`config.mk`:
```
export PLATFORM = sky130hd
export DESIGN_NAME = sc_intr_ctrl
export DESIGN_NICKNAME = d
export VERILOG_FILES = /design/src/rtl/sc_intr_ctrl.sv
export SDC_FILE = /design/constraint.sdc
export NUM_CORES = 1
export LEC_CHECK = 0
export BUFFER_PORTS_ARGS = -buffer_cell sky130_fd_sc_hd__buf_2
export CAP_MARGIN = 5
export CORE_MARGIN = 2
export CORE_UTILIZATION = 54
export DETAILED_ROUTE_END_ITERATION = 7
export PLACE_DENSITY = 0.88
export SLEW_MARGIN = 15
export SYNTH_ARGS = -nofsm -noshare
export SYNTH_HDL_FRONTEND = slang
export SYNTH_SLANG_ARGS = --single-unit
```
`constraint.sdc`:
```
create_clock -name clock -period 4 [get_ports clock]
set_input_delay 0.4 -clock clock [delete_from_list [all_inputs] [get_ports clock]]
set_output_delay 0.4 -clock clock [all_outputs]
set_load 0.01 [all_outputs]
```
`src/rtl/sc_intr_ctrl.sv`:
```
// sc_intr_ctrl: priority interrupt controller in front of the single-cycle
// interrupt CPU.
// - Synchronises NSRC device request lines and applies a software mask.
// - Grants the highest-priority candidate (bit 0 highest) over the intr/inta
//   handshake.
// - Holds the granted source in service until eoi.
// Optional feature macro: SC_INTR_EDGE_EN.
//   Defined:   edge-triggered pending bits, cleared on inta for the granted source.
//   Undefined: pending mirrors the synchronised request levels.
module sc_intr_ctrl #(
  parameter int unsigned     NSRC       = 8,
  parameter int unsigned     ID_W       = 3,
  parameter logic [NSRC-1:0] RESET_MASK = '1
) (
  input  logic            clock,
  input  logic            resetn,
  input  logic [NSRC-1:0] irq,
  input  logic            mask_we,
  input  logic [NSRC-1:0] mask_wdata,
  input  logic            eoi,
  input  logic            inta,
  output logic            intr,
  output logic [ID_W-1:0] vector,
  output logic [NSRC-1:0] pending,
  output logic [NSRC-1:0] in_service,
  output logic [NSRC-1:0] mask
);

  typedef enum logic [1:0] {
    IDLE,
    REQ,
    SERVICE
  } state_t;

  state_t          state;
  logic [NSRC-1:0] irq_s1;
  logic [NSRC-1:0] irq_s2;
  logic [NSRC-1:0] cand;
  logic            cand_any;
  logic [ID_W-1:0] cand_idx;
  logic [NSRC-1:0] grant_onehot;
  logic            inta_take;

  // Two-flop synchroniser for the asynchronous device request lines
  always_ff @(posedge clock or negedge resetn) begin
    if (!resetn) begin
      irq_s1 <= '0;
      irq_s2 <= '0;
    end else begin
      irq_s1 <= irq;
      irq_s2 <= irq_s1;
    end
  end

  // Software mask register (1 = source masked)
  always_ff @(posedge clock or negedge resetn) begin
    if (!resetn) begin
      mask <= RESET_MASK;
    end else if (mask_we) begin
      mask <= mask_wdata;
    end
  end

  assign cand         = pending & ~mask;
  assign cand_any     = |cand;
  assign inta_take    = (state == REQ) && inta;
  assign grant_onehot = {{(NSRC-1){1'b0}}, 1'b1} << vector;

  // Fixed-priority pick: lowest set candidate index wins
  always_comb begin
    logic found;
    cand_idx = '0;
    found    = 1'b0;
    for (int unsigned i = 0; i < NSRC; i++) begin
      if (cand[i] && !found) begin
        cand_idx = ID_W'(i);
        found    = 1'b1;
      end
    end
  end

`ifdef SC_INTR_EDGE_EN
  logic [NSRC-1:0] irq_s2_d;
  logic [NSRC-1:0] pend_rise;
  logic [NSRC-1:0] pend_clr;

  assign pend_rise = irq_s2 & ~irq_s2_d;
  assign pend_clr  = inta_take ? grant_onehot : '0;

  // Edge-mode pending: set on a synchronised rising edge, cleared on
  // acknowledge of the granted source; a set in the same cycle wins
  always_ff @(posedge clock or negedge resetn) begin
    if (!resetn) begin
      irq_s2_d <= '0;
      pending  <= '0;
    end else begin
      irq_s2_d <= irq_s2;
      pending  <= (pending & ~pend_clr) | pend_rise;
    end
  end
`else
  // Level-mode pending: follows the synchronised request lines
  always_ff @(posedge clock or negedge resetn) begin
    if (!resetn) begin
      pending <= '0;
    end else begin
      pending <= irq_s2;
    end
  end
`endif

  // Grant FSM: arbitrate in IDLE, hold the frozen vector in REQ until inta,
  // keep the source in service until eoi
  always_ff @(posedge clock or negedge resetn) begin
    if (!resetn) begin
      state      <= IDLE;
      intr       <= 1'b0;
      vector     <= '0;
      in_service <= '0;
    end else begin
      case (state)
        IDLE: begin
          if (cand_any) begin
            vector <= cand_idx;
            intr   <= 1'b1;
            state  <= REQ;
          end
        end
        REQ: begin
          if (inta_take) begin
            in_service <= grant_onehot;
            intr       <= 1'b0;
            state      <= SERVICE;
          end
        end
        SERVICE: begin
          if (eoi) begin
            in_service <= '0;
            state      <= IDLE;
          end
        end
        default: begin
          intr       <= 1'b0;
          in_service <= '0;
          state      <= IDLE;
        end
      endcase
    end
  end

endmodule

```
* Word level (Yosys, flattened, before mapping)
Index checks and enable logic that the tools add are counted.
** Operators by class
- Add/subtract/negate cells :: 0
- Mux-type cells :: 24
- Order comparisons :: 0
- Divide/modulo/power cells :: 0
- Shift operators :: 1
- Bitwise operators :: 4
- Equality and inequality tests :: 5
- Multiply operators :: 0
- Reductions and logical operators :: 21
** Operators with widths (number)
- $pmux W8 S3 :: 1
- $mux W3 :: 6
- $mux W8 :: 2
- $mux W1 :: 10
- $reduce_and A3 Y1 :: 3
- $and A8 B8 Y8 :: 1
- $logic_and A1 B1 Y1 :: 8
- $not A8 Y8 :: 1
- $reduce_or A8 Y1 :: 1
- $shl A1 B3 Y8 const A :: 1
- $logic_not A1 Y1 :: 7
- $mux W2 :: 3
- $ne A2 B2 Y1 const B :: 3
- $pmux W2 S3 :: 1
- $pmux W1 S3 :: 1
- $eq A2 B1 Y1 const B :: 1
- $eq A2 B2 Y1 const B :: 1
- $logic_not A2 Y1 :: 1
- $not A1 Y1 :: 2
- $reduce_and A2 Y1 :: 1
** Storage, ports and cells
- Latch bits :: 0
- Register bits after elaboration :: 46
- Bits in writable memories :: 0
- Output and inout bits :: 28
- ROM bits :: 0
- Input bits :: 21
- Memories :: 0
- Word-level logic and storage cells :: 63

* Depth between registers and ports, before layout
Gate-level depths: netlist of the first run.
- Depth in word-level cells :: 24
- Depth in mapped cells :: 5
- Gate-level depth less buffers :: 4

* Worst setup path before layout of the first run
No wires, ideal clock.
- Path type :: reg2reg
- Start point :: register mask[1]
- End point :: register vector[2]
- Path slack :: 2.552 ns
- Path buffers :: 0
- Data arrival time :: 1.302 ns
- Setup time :: 0.145 ns
- Required time :: 3.855 ns
- Stages on the path, launching flop included :: 5
- Clock period less this slack :: 1.448 ns
- Cells stage by stage :: dfstp_2 -> nand2b_2 -> nand4_4 -> o41ai_4 -> a22oi_1
** Between the ends
- Longest elaborated chain between the ends :: 22
- Elaborated cells on any way between the ends :: 28
- Those cells by class :: mux: 11; bitwise: 2; reduce/logical: 15
** RTL lines
- from (decl) :: line 26 : output logic [NSRC-1:0] mask
- from (signal assigned) :: line 60 : mask <= mask_wdata;
- $not A8 Y8 (*) :: line 64 : assign cand = pending & ~mask;
- $and A8 B8 Y8 (*) :: line 64
- $logic_and A1 B1 Y1 :: line 75 : if (cand[i] && !found) begin
- $mux W1 :: line 75
- $logic_not A1 Y1 :: line 75
- $logic_and A1 B1 Y1 :: line 75
- $mux W1 :: line 75
- $logic_not A1 Y1 :: line 75
- [... 6 more ...]
- $logic_and A1 B1 Y1 :: line 75
- $mux W1 :: line 75
- $logic_not A1 Y1 :: line 75
- $logic_and A1 B1 Y1 :: line 75
- $mux W1 :: line 75
- $logic_not A1 Y1 :: line 75
- $logic_and A1 B1 Y1 :: line 75
- $mux W3 :: line 75
- to (signal assigned) :: line 124 : vector <= cand_idx;
- to (decl) :: line 23 : output logic [ID_W-1:0] vector,
Every way passes the cells marked *; elsewhere a longest branch is shown, timed or not.
A chain may end at the register's enable or synchronous reset.

* Worst setup path in the final report of the first run
- Start point :: register mask[1]
- End point :: register vector[0]
Same word-level chain as after synthesis.

==> reports/metrics.cfg, run 1 <==
[cts]
cts_hold_buf=0
cts_tree=yes
cts_setup_buffers=0
clkLatencyLatePin_ns=0.35
clock_path_buffers=2
cts_made_buffers=5
cts_max_level=2
path_clk_slew_ns=0.13
cts_sinks=46
cts-resized-gates=0
clock-root-buffer=clkbuf_4

[sta]
worstMarginPinSlew_ns=0.933
slew_viol_final=0
finalCriticalPeriod_ns=1.54
finalSetupTns_ns=0
finClkSkew_ns=0.0112
fin_ws_ns=2.46
hold_violations=0
period_share_pct=38.6
setup_violations=0
rsz0062_at_grt=no
max_freq_mhz=647
relSlewSlack_pct=37.8

[finish]
nNetsFinal=189
nFillCells=231
antennaDiodeCount=0
utilization_pct=66.3
area_growth_pct=19.1
layout-drive-gt1-share_pct=48.8

[yosys]
syn_area_sq_um=1670
synth_area_leaders=dfrtp_1 57%, dfstp_2 13%, mux2_2 5.4%
yosysSeqAreaShare_pct=69.5
avgSynthCellArea_sq_um=14.5
synth_warnings=0
syn_inst=115
synth_largest_area_cell=dfrtp_1
synth_top_cell_area_share_pct=56.9
synth_seq_cells=46
yosysUniqueCellTypes=28
syn_nets=136

[power]
ir_drop_mv=0.300
p_per_area_nw_per_um2=559
power_leakage_nw=0.957
total_power_mw=1.11

[drt]
wl_per_cell_um=13.7
vias=1064
via_per_inst=5.29
drc=0
routed_wirelength_um=2760
ant_nets=0
drtIter0Drc=37
dr.pass1.iters=4

[critical_path]
path_buf_inv=0
crit_required_ns=4.29
path_max_fanout=4
crit_path_top_delay_cell=dfstp_2
crit_chain=nand2b_2 > nand4_4 > o41ai_4 > a32o_2
critPathTopFamily=compound AO/OA/AOI/OAI gates
cp-start-kind=flop
cp-end-kind=flop
arrival_ns=1.83
worst-setup-path-type=flop to flop
critPathMaxStageDelay_ns=0.56

[placement]
place_hpwl_um=2080
io_buffers=48
gp_congestion=0.923
pre_cts_ws_ns=2.48

[global_route]
antenna_found_initial=0
grt_max_degree=47
grt_pass1_wl_um=4420
grt_pass1_vias=1054
grtUsageTotal_pct=17.5
gr-total-overflow=0

[min_path]
hold_class=input port to flop

[floorplan]
start_util_pct=55.6
fp.dieW_um=59.6
fp-row-count=20
die_h_um=59.6
dieArea_sq_um=3550
io_pins=49
core_sq_um=3000

[outcome]
outcome=complete, no violations

[run]
maxCapViolCount=0

power by group:
group	internal, mW	switching (mW)
Sequential	0.547	0.0592
Combinational	0.130	0.175
Clock	0.0650	0.135
worst register-to-register path, stage by stage (launching register included):
cell and delay [ns]:
dfstp_2 0.56, nand2b_2 0.16, nand4_4 0.14, o41ai_4 0.45
a32o_2 0.19
flip-flops by register name, summed over array words and instances (netlist names):
| name | count |
|---|---|
| mask | 8 |
| state | 2 |
| pending | 8 |
| intr | 1 |
| in_service | 8 |
| irq_s1 | 8 |
| irq_s2 | 8 |
| vector | 3 |
through the flow:
step / hold slack (ns) / instances / instance area (sq um)
after floorplan: 0.104 / 115 / 1670
after global placement: 0.331 / 194 / 1940
after detailed placement: 0.336 / 194 / 1940
after CTS: 0.128 / 201 / 1990
after global routing: 0.106 / 201 / 1990
final: 0.144 / 201 / 1990
area by class of cell:
cell class	count	area, sq um	share of cell area, %
timing repair buffer	48	240	12.1
multi-input combinational	65	487	24.5
inverter	2	7.51	0.377
clock inverter	2	15.0	0.755
tap	33	41.3	2.08
clock buffer	5	37.5	1.89
sequential	46	1160	58.4
layer usage:
metal | up-vias | track usage [%] | part of all wire, %
met5 | - | 0 | 0
met4 | 0 | 6.67 | 1.3
met3 | 6 | 5.90 | 5.7
met2 | 41 | 30.1 | 51
met1 | 514 | 20.0 | 42
li1 | 503 | - | -
final timing paths:
kind,from,to,slack [ns],depth (start not counted)
setup / recovery,mask[1]$_DFFE_PN1P_,vector[0]$_DFFE_PN0P_,2.46,4
min in group asynchronous,resetn,pending[7]$_DFF_PN0_,0.18,1
hold reg to reg,irq_s2[4]$_DFF_PN0_,pending[4]$_DFF_PN0_,0.36,0
hold / removal,irq[7],irq_s1[7]$_DFF_PN0_,0.14,1
max in group asynchronous,resetn,state[1]$_DFFE_PN0P_,3.24,1
setup reg to reg,mask[1]$_DFFE_PN1P_,vector[0]$_DFFE_PN0P_,2.46,4
cells in the mapped netlist:
| library cell | count |
|---|---|
| a21boi_2 | 1 |
| mux2_2 | 8 |
| o41ai_1 | 2 |
| buf_6 | 1 |
| o21ai_1 | 2 |
| nand4_4 | 1 |
| o41ai_4 | 1 |
| o21ai_0 | 3 |
| dfrtp_1 | 38 |
| and2b_2 | 2 |
| nand3b_1 | 1 |
| o211ai_1 | 1 |
| a22oi_1 | 2 |
| nor2b_1 | 3 |
| and2_1 | 1 |
| nand2b_4 | 2 |
| a21bo_2 | 1 |
| dfstp_2 | 8 |
| nor3_1 | 1 |
| inv_1 | 2 |
| nor2_1 | 2 |
| clkbuf_1 | 1 |
| a32o_2 | 1 |
| nand2b_2 | 1 |
| nand2b_1 | 5 |
| nand2_1 | 17 |
| or2b_4 | 1 |
| o31ai_1 | 6 |
cells in the final DEF (no fill, tap or decap):
cell	netlist	layout
a21bo_2	1	1
a21boi_2	1	1
a22oi_1	2	2
a32o_2	1	1
and2_1	1	1
and2b_2	2	2
buf_2	0	48
clkbuf_4	0	5
clkinvlp_4	0	2
dfrtp_1	38	38
dfstp_2	8	8
inv_1	2	2
mux2_2	8	8
nand2_1	17	17
nand2b_1	5	5
nand2b_2	1	1
nand2b_4	2	2
nand3b_1	1	1
nand4_4	1	1
nor2_1	2	2
nor2b_1	3	3
nor3_1	1	1
o211ai_1	1	1
o21ai_0	3	3
o21ai_1	2	2
o31ai_1	6	6
o41ai_1	2	2
o41ai_4	1	1
or2b_4	1	1
cell families (layout without fill, tap and decap cells):
logic type | Yosys count | count (layout) | share of synthesized area [%]
flip-flops | 46 | 46 | 69.5
AND/OR/NAND/NOR | 37 | 37 | 13.6
AO/OA/AOI/OAI | 20 | 20 | 10.2
multiplexers | 8 | 8 | 5.39
buffers and inverters | 4 | 57 | 1.35
(Power assumes the default switching activity.)
==> inputs of run 2 (changes only) <==
ABC_AREA = 1   (was not set)
CORE_UTILIZATION = 45   (was 54)
PLACE_DENSITY = 0.78   (was 0.88)
clock period = 1.4 ns   (was 4 ns; I/O delays follow)
==> reports/metrics.cfg, run 2 <==
[floorplan]
start_util_pct=46.6  ; was 55.6%
fp.dieW_um=65.6  ; was 59.6 um
fp-row-count=22  ; was 20
die_h_um=65.6  ; was 59.6 um
core_sq_um=3660  ; was 3000 sq um
dieArea_sq_um=4300  ; was 3550 sq um
io_pins=49  ; unchanged

[yosys]
syn_area_sq_um=1710  ; was 1670 sq um
synth_edf_count=0  ; unchanged
synth_top_cell_area_share_pct=55.8  ; was 56.9%
synth_largest_area_cell=dfrtp_1  ; unchanged
avgSynthCellArea_sq_um=10.6  ; was 14.5 sq um
syn_inst=161  ; was 115
synth_ff_type=dfrtp_1  ; unchanged
syn_nets=182  ; was 136
yosysMostFrequentCell=nand2_1  ; was dfrtp_1
synth_seq_cells=46  ; unchanged
synth_area_leaders=dfrtp_1 56%, dfstp_2 12%, nand2_1 10%  ; was dfrtp_1 57%, dfstp_2 13%, mux2_2 5.4%
yosysUniqueCellTypes=20  ; was 28
yosysSeqAreaShare_pct=68.1  ; was 69.5%
synth_warnings=0  ; unchanged
async_reset_ff_share_pct=100  ; unchanged
synth_commonest_cells=47 x nand2_1, 38 x dfrtp_1, 18 x inv_1  ; was 38 x dfrtp_1, 17 x nand2_1, 8 x dfstp_2, 8 x mux2_2, 6 x o31ai_1

[cts]
cts_sinks=46  ; unchanged
cts_max_level=2  ; unchanged
clock_path_buffers=2  ; unchanged
cts_made_buffers=5  ; unchanged
clkLatencyLatePin_ns=0.29  ; was 0.35 ns
clock-root-buffer=clkbuf_8  ; was clkbuf_4
path_clk_slew_ns=0.08  ; was 0.13 ns
cts_tree=yes  ; unchanged

[sta]
slew_viol_final=0  ; unchanged
hold_violations=0  ; unchanged
period_share_pct=97.1  ; was 38.6%
worstMarginPinSlew_ns=0.380  ; was 0.933 ns
relSlewSlack_pct=74.6  ; was 37.8%
rsz0062_at_grt=yes  ; was no
hold_slack_ns=0.0463  ; was 0.144 ns
max_freq_mhz=735  ; was 647 MHz
finClkSkew_ns=0.00753  ; was 0.0112 ns
setup_violations=0  ; unchanged
finalCriticalPeriod_ns=1.36  ; was 1.54 ns

[global_route]
grt_pass1_wl_um=5260  ; was 4420 um
grtUsageTotal_pct=16.6  ; was 17.5%
grt_max_degree=22  ; was 47
antenna_found_initial=0  ; unchanged
gr-total-overflow=0  ; unchanged
grt_pass1_vias=1207  ; was 1,054

[critical_path]
reg2reg_depth=8  ; was 4
cp-start-kind=flop  ; unchanged
path_max_fanout=4  ; unchanged
worst-setup-path-type=flop to flop  ; unchanged
cp-end-kind=flop  ; unchanged
arrival_ns=1.55  ; was 1.83 ns
crit_required_ns=1.59  ; was 4.29 ns

[finish]
nFillCells=290  ; was 231
postLayoutCellArea_sq_um=2260  ; was 1990 sq um
area_growth_pct=32.4  ; was 19.1%
finalNonFillerCells=276  ; was 201
nNetsFinal=248  ; was 189
final_cell_mix=48 x buf_2, 38 x nand2_1, 38 x dfrtp_1, 16 x inv_1, 11 x nand3_1  ; was 48 x buf_2, 38 x dfrtp_1, 17 x nand2_1, 8 x mux2_2, 8 x dfstp_2
multi_input_comb_area_sq_um=509  ; was 487 sq um
utilization_pct=61.7  ; was 66.3%
layout-drive-gt1-share_pct=39.9  ; was 48.8%
register_area_sq_um=1160  ; unchanged
mostFrequentLayoutCell=buf_2  ; unchanged
antennaDiodeCount=0  ; unchanged

[drt]
via_per_inst=4.65  ; was 5.29
vias=1283  ; was 1,064
ant_nets=0  ; unchanged
wl_per_cell_um=11.4  ; was 13.7 um
routed_wirelength_um=3160  ; was 2760 um
drtIter0Drc=28  ; was 37
drc=0  ; unchanged
dr.pass1.iters=4  ; unchanged

[placement]
dpl_cell_area_sq_um=2030  ; was 1940 sq um
dp.cells=258  ; was 194
place_hpwl_um=2240  ; was 2080 um
gp_congestion=0.823  ; was 0.923
io_buffers=48  ; unchanged

[power]
ir_drop_mv=0.952  ; was 0.300 mV
p_per_area_nw_per_um2=1540  ; was 559 nW/um^2
power_leakage_nw=1.20  ; was 0.957 nW
total_power_mw=3.47  ; was 1.11 mW

[outcome]
outcome=complete, no violations  ; unchanged

[min_path]
hold_class=input port to flop  ; unchanged
hold_depth=3  ; was 1

[run]
maxCapViolCount=0  ; unchanged

run 2: cell types whose count changed after synthesis, sizes merged, moves of 3 or more:
cell    before  now
nand3        0   11
o31ai        6    0
nor2         2   11
nand2       17   50
nand2b       8    0
mux2         8    0
o41ai        3    0
inv          2   19
o21ai        5   17
run 2: path summary, 6_finish.rpt:
path / start / to / slack [ns]
setup / recovery: mask[3]$_DFFE_PN1P_ / vector[0]$_DFFE_PN0P_ / 0.04
hold / removal: mask_wdata[7] / mask[7]$_DFFE_PN1P_ / 0.05
max in group asynchronous: resetn / mask[6]$_DFFE_PN1P_ / 0.54
setup reg to reg: mask[3]$_DFFE_PN1P_ / vector[0]$_DFFE_PN0P_ / 0.04
min in group asynchronous: resetn / pending[3]$_DFF_PN0_ / 0.31
hold reg to reg: irq_s2[2]$_DFF_PN0_ / pending[2]$_DFF_PN0_ / 0.35
run 2: metal layers:
metal | wire [um] | track usage (%)
met1 | 1350 | 20.0
met2 | 1600 | 27.3
met3 | 149 | 4.45
met4 | 63 | 8.59
met5 | 0 | 0
run 2: report_power, final:
part	internal (mW)	switching (mW)	total (mW)
registers	1.53	0.157	1.69
logic	0.368	0.637	1.01
clock network	0.350	0.429	0.780
total	2.25	1.22	3.47
run 2: cell families after synthesis:
logic type / synth area share, %
simple gates: 22.0
buf+inv: 4.40
compound gates: 5.50
flops: 68.1
run 2: through the flow:
stage / TNS [ns] / worst slack (ns)
detailed placement: 0 / 0.0248
global placement: 0 / 0.0739
floorplan: 0 / 0.104
CTS: 0 / 0.0105
global route: -0.0143 / -0.0143
finish: 0 / 0.0403
run 2: timing repair:
action | in CTS | in global routing
hold buffers | 9 | 0
setup endpoints to repair | 0 | 5
resized for setup | 0 | 15
hold endpoints to repair | 23 | 0
buffers inserted | 0 | 1
run 2: cell type report:
type / instances / area share [%]
tap: 48 / 2.66
clock inverter: 3 / 0.942
clock buffer: 5 / 3.05
inverter: 19 / 3.16
multi-input combinational: 95 / 22.6
sequential: 46 / 51.4
timing repair buffer: 60 / 16.2
run 2: critical path, cell delays in order (launching register included):
cell,delay [ns]
dfstp_2,0.56
inv_2,0.05
nand2_2,0.07
nand2_4,0.06
nor2_4,0.15
nand4_1,0.12
nor2b_1,0.14
nand2_1,0.05
nand2_1,0.05
==> inputs of run 3 (changes only) <==
CORE_UTILIZATION = 44   (was 45)
PLACE_DENSITY = 0.74   (was 0.78)
clock period = 1.27 ns   (was 1.4 ns; I/O delays follow)
==> reports/metrics.cfg, run 3 (synthesized netlist as in run 2, its figures left out) <==
[outcome]
outcome=finished with violations  ; was complete, no violations
violations=setup timing

[power]
p_sw_mw=1.34  ; was 1.22 mW
sequentialPowerShare_pct=45.6  ; was 48.6%
p_int_mw=2.73  ; was 2.25 mW
pwr-share-clk_pct=25.8  ; was 22.5%
p_per_area_nw_per_um2=1740  ; was 1540 nW/um^2
ir_drop_mv=1.22  ; was 0.952 mV
sw_frac_of_total_pct=32.9  ; was 35.2%
total_power_mw=4.07  ; was 3.47 mW
power_leakage_nw=1.25  ; was 1.20 nW
comb_power_share_pct=28.5  ; was 29.0%

[sta]
finalSetupTns_ns=-0.0565  ; was 0 ns
relSlewSlack_pct=81.5  ; was 74.6%
finalCriticalPeriod_ns=1.32  ; was 1.36 ns
finClkSkew_ns=0.00492  ; was 0.00753 ns
rsz0062_at_grt=yes  ; unchanged
hold_violations=0  ; unchanged
max_freq_mhz=759  ; was 735 MHz
setup_violations=2  ; was 0
period_share_pct=104  ; was 97.1%
fin_ws_ns=-0.0472  ; was 0.0403 ns
slew_viol_final=0  ; unchanged
hold_slack_ns=0.0445  ; was 0.0463 ns
worstMarginPinSlew_ns=0.277  ; was 0.380 ns

[placement]
gp_congestion=0.765  ; was 0.823
place_hpwl_um=2320  ; was 2240 um
io_buffers=48  ; unchanged

[finish]
nNetsFinal=257  ; was 248
antennaDiodeCount=0  ; unchanged
final_cell_mix=48 x buf_2, 38 x nand2_1, 38 x dfrtp_1, 14 x inv_1  ; was 48 x buf_2, 38 x nand2_1, 38 x dfrtp_1, 16 x inv_1, 11 x nand3_1
area_growth_pct=37.1  ; was 32.4%
layout-drive-gt1-share_pct=43.0  ; was 39.9%
nFillCells=288  ; was 290
mostFrequentLayoutCell=buf_2  ; unchanged

[critical_path]
path_max_fanout=2  ; was 4
cp-start-kind=flop  ; unchanged
path_buf_inv=5  ; was 1
arrival_ns=1.51  ; was 1.55 ns
cp_common_cell=buf_4  ; was nand2_1
worst-r2r-setup-slack_ns=-0.05  ; was 0.04 ns
crit_path_top_delay_cell=dfstp_2  ; unchanged
worst-setup-path-type=flop to flop  ; unchanged
crit_required_ns=1.46  ; was 1.59 ns
cp-end-kind=flop  ; unchanged
critPathMaxStageDelay_ns=0.38  ; was 0.56 ns
crit_chain=inv_2 > nand2_2 > buf_4 > buf_4 > buf_4 > buf_4 > nand2_1 > nand3_1 > nand2_1 > nand2_1  ; was inv_2 > nand2_2 > nand2_4 > nor2_4 > nand4_1 > nor2b_1 > nand2_1 > nand2_1
critPathTopFamily=buffers and inverters  ; was simple AND/OR/NAND/NOR gates

[cts]
cts_made_buffers=5  ; unchanged
clock_path_buffers=2  ; unchanged
cts_tree=yes  ; unchanged
cts_max_level=2  ; unchanged
path_clk_slew_ns=0.08  ; about the same
clkLatencyLatePin_ns=0.29  ; about the same
clock-root-buffer=clkbuf_8  ; unchanged
cts_sinks=46  ; unchanged

[run]
maxCapViolCount=0  ; unchanged

[floorplan]
die_h_um=66.3  ; was 65.6 um
start_util_pct=46.2  ; was 46.6%
fp-row-count=22  ; unchanged
dieArea_sq_um=4390  ; was 4300 sq um
io_pins=49  ; unchanged
fp.dieW_um=66.3  ; was 65.6 um
core_sq_um=3690  ; was 3660 sq um

[min_path]
hold_class=input port to flop  ; unchanged

[global_route]
grt_pass1_wl_um=5290  ; was 5260 um
grtUsageTotal_pct=16.5  ; was 16.6%
antenna_found_initial=0  ; unchanged
grt_pass1_vias=1210  ; was 1,207
gr-total-overflow=0  ; unchanged
grt_max_degree=26  ; was 22

[drt]
drc=0  ; unchanged
dr.pass1.iters=4  ; unchanged
drtIter0Drc=53  ; was 28
routed_wirelength_um=3110  ; was 3160 um
via_per_inst=4.53  ; was 4.65
vias=1290  ; was 1,283
wl_per_cell_um=10.9  ; was 11.4 um
ant_nets=0  ; unchanged

-- run 3: cell types whose count changed in the layout (fill, tap and decap cells not counted), sizes merged --
cell / previous run / this run
buf: 51 / 60
clkinv: 2 / 1
clkinvlp: 1 / 0
bufinv: 0 / 1
inv: 19 / 20
-- run 3: layout make-up --
type,instances,area [sq um],share of cell area (%)
Sequential cell,46,1160,49.7
Multi-Input combinational cell,95,499,21.4
Timing Repair Buffer,69,433,18.5
Inverter,19,71.3,3.05
Clock buffer,5,68.8,2.94
Tap cell,48,60.1,2.57
Clock inverter,3,43.8,1.87
-- run 3: worst paths after layout --
| path | from | to | depth (start not counted) |
|---|---|---|---|
| setup / recovery | mask[0]$_DFFE_PN1P_ | vector[0]$_DFFE_PN0P_ | 10 |
| hold / removal | mask_wdata[5] | mask[5]$_DFFE_PN1P_ | 3 |
| hold reg to reg | irq_s2[6]$_DFF_PN0_ | pending[6]$_DFF_PN0_ | 0 |
| max in group asynchronous | resetn | mask[5]$_DFFE_PN1P_ | 3 |
| setup reg to reg | mask[0]$_DFFE_PN1P_ | vector[0]$_DFFE_PN0P_ | 10 |
| min in group asynchronous | resetn | irq_s2[2]$_DFF_PN0_ | 2 |
-- run 3: worst min-delay path, cell delays in order --
cell and delay (ns):
buf_2 0.08, nand2_1 0.04, o21ai_0 0.06
-- run 3: per-layer routing --
layer	wire length (um)	global-route usage [%]
met1	1370	20.4
met2	1530	26.8
met3	166	5.45
met4	46	6.12
met5	0	0
-- run 3: what timing repair did --
item                                   4_1_cts  5_1_grt
setup endpoints to repair                    3        5
setup buffers                                3        2
pin swaps                                    3        1
hold buffers                                 9        0
endpoints found under the hold margin       47        0
resized for setup                            3        6
-- run 3: power by group through the flow --
stage / sequential (mW) / clock, mW / combinational, mW
floorplan: 1.94 / 0 / 0.659
global placement: 1.88 / 0 / 1.10
detailed placement: 1.88 / 0 / 1.11
CTS: 1.85 / 1.08 / 1.14
global route: 1.88 / 1.16 / 1.32
finish: 1.85 / 1.05 / 1.16
-- run 3: per-stage QoR --
step / instance area [sq um] / worst slack (ns) / cells / util, %
finish: 2340 / -0.0472 / 285 / 63.4
detailed placement: 2080 / -0.0537 / 263 / 56.4
global route: 2340 / -0.151 / 285 / 63.4
global placement: 2080 / -0.00609 / 263 / 56.4
floorplan: 1720 / -0.00145 / 161 / -
CTS: 2310 / -0.0345 / 283 / 62.6
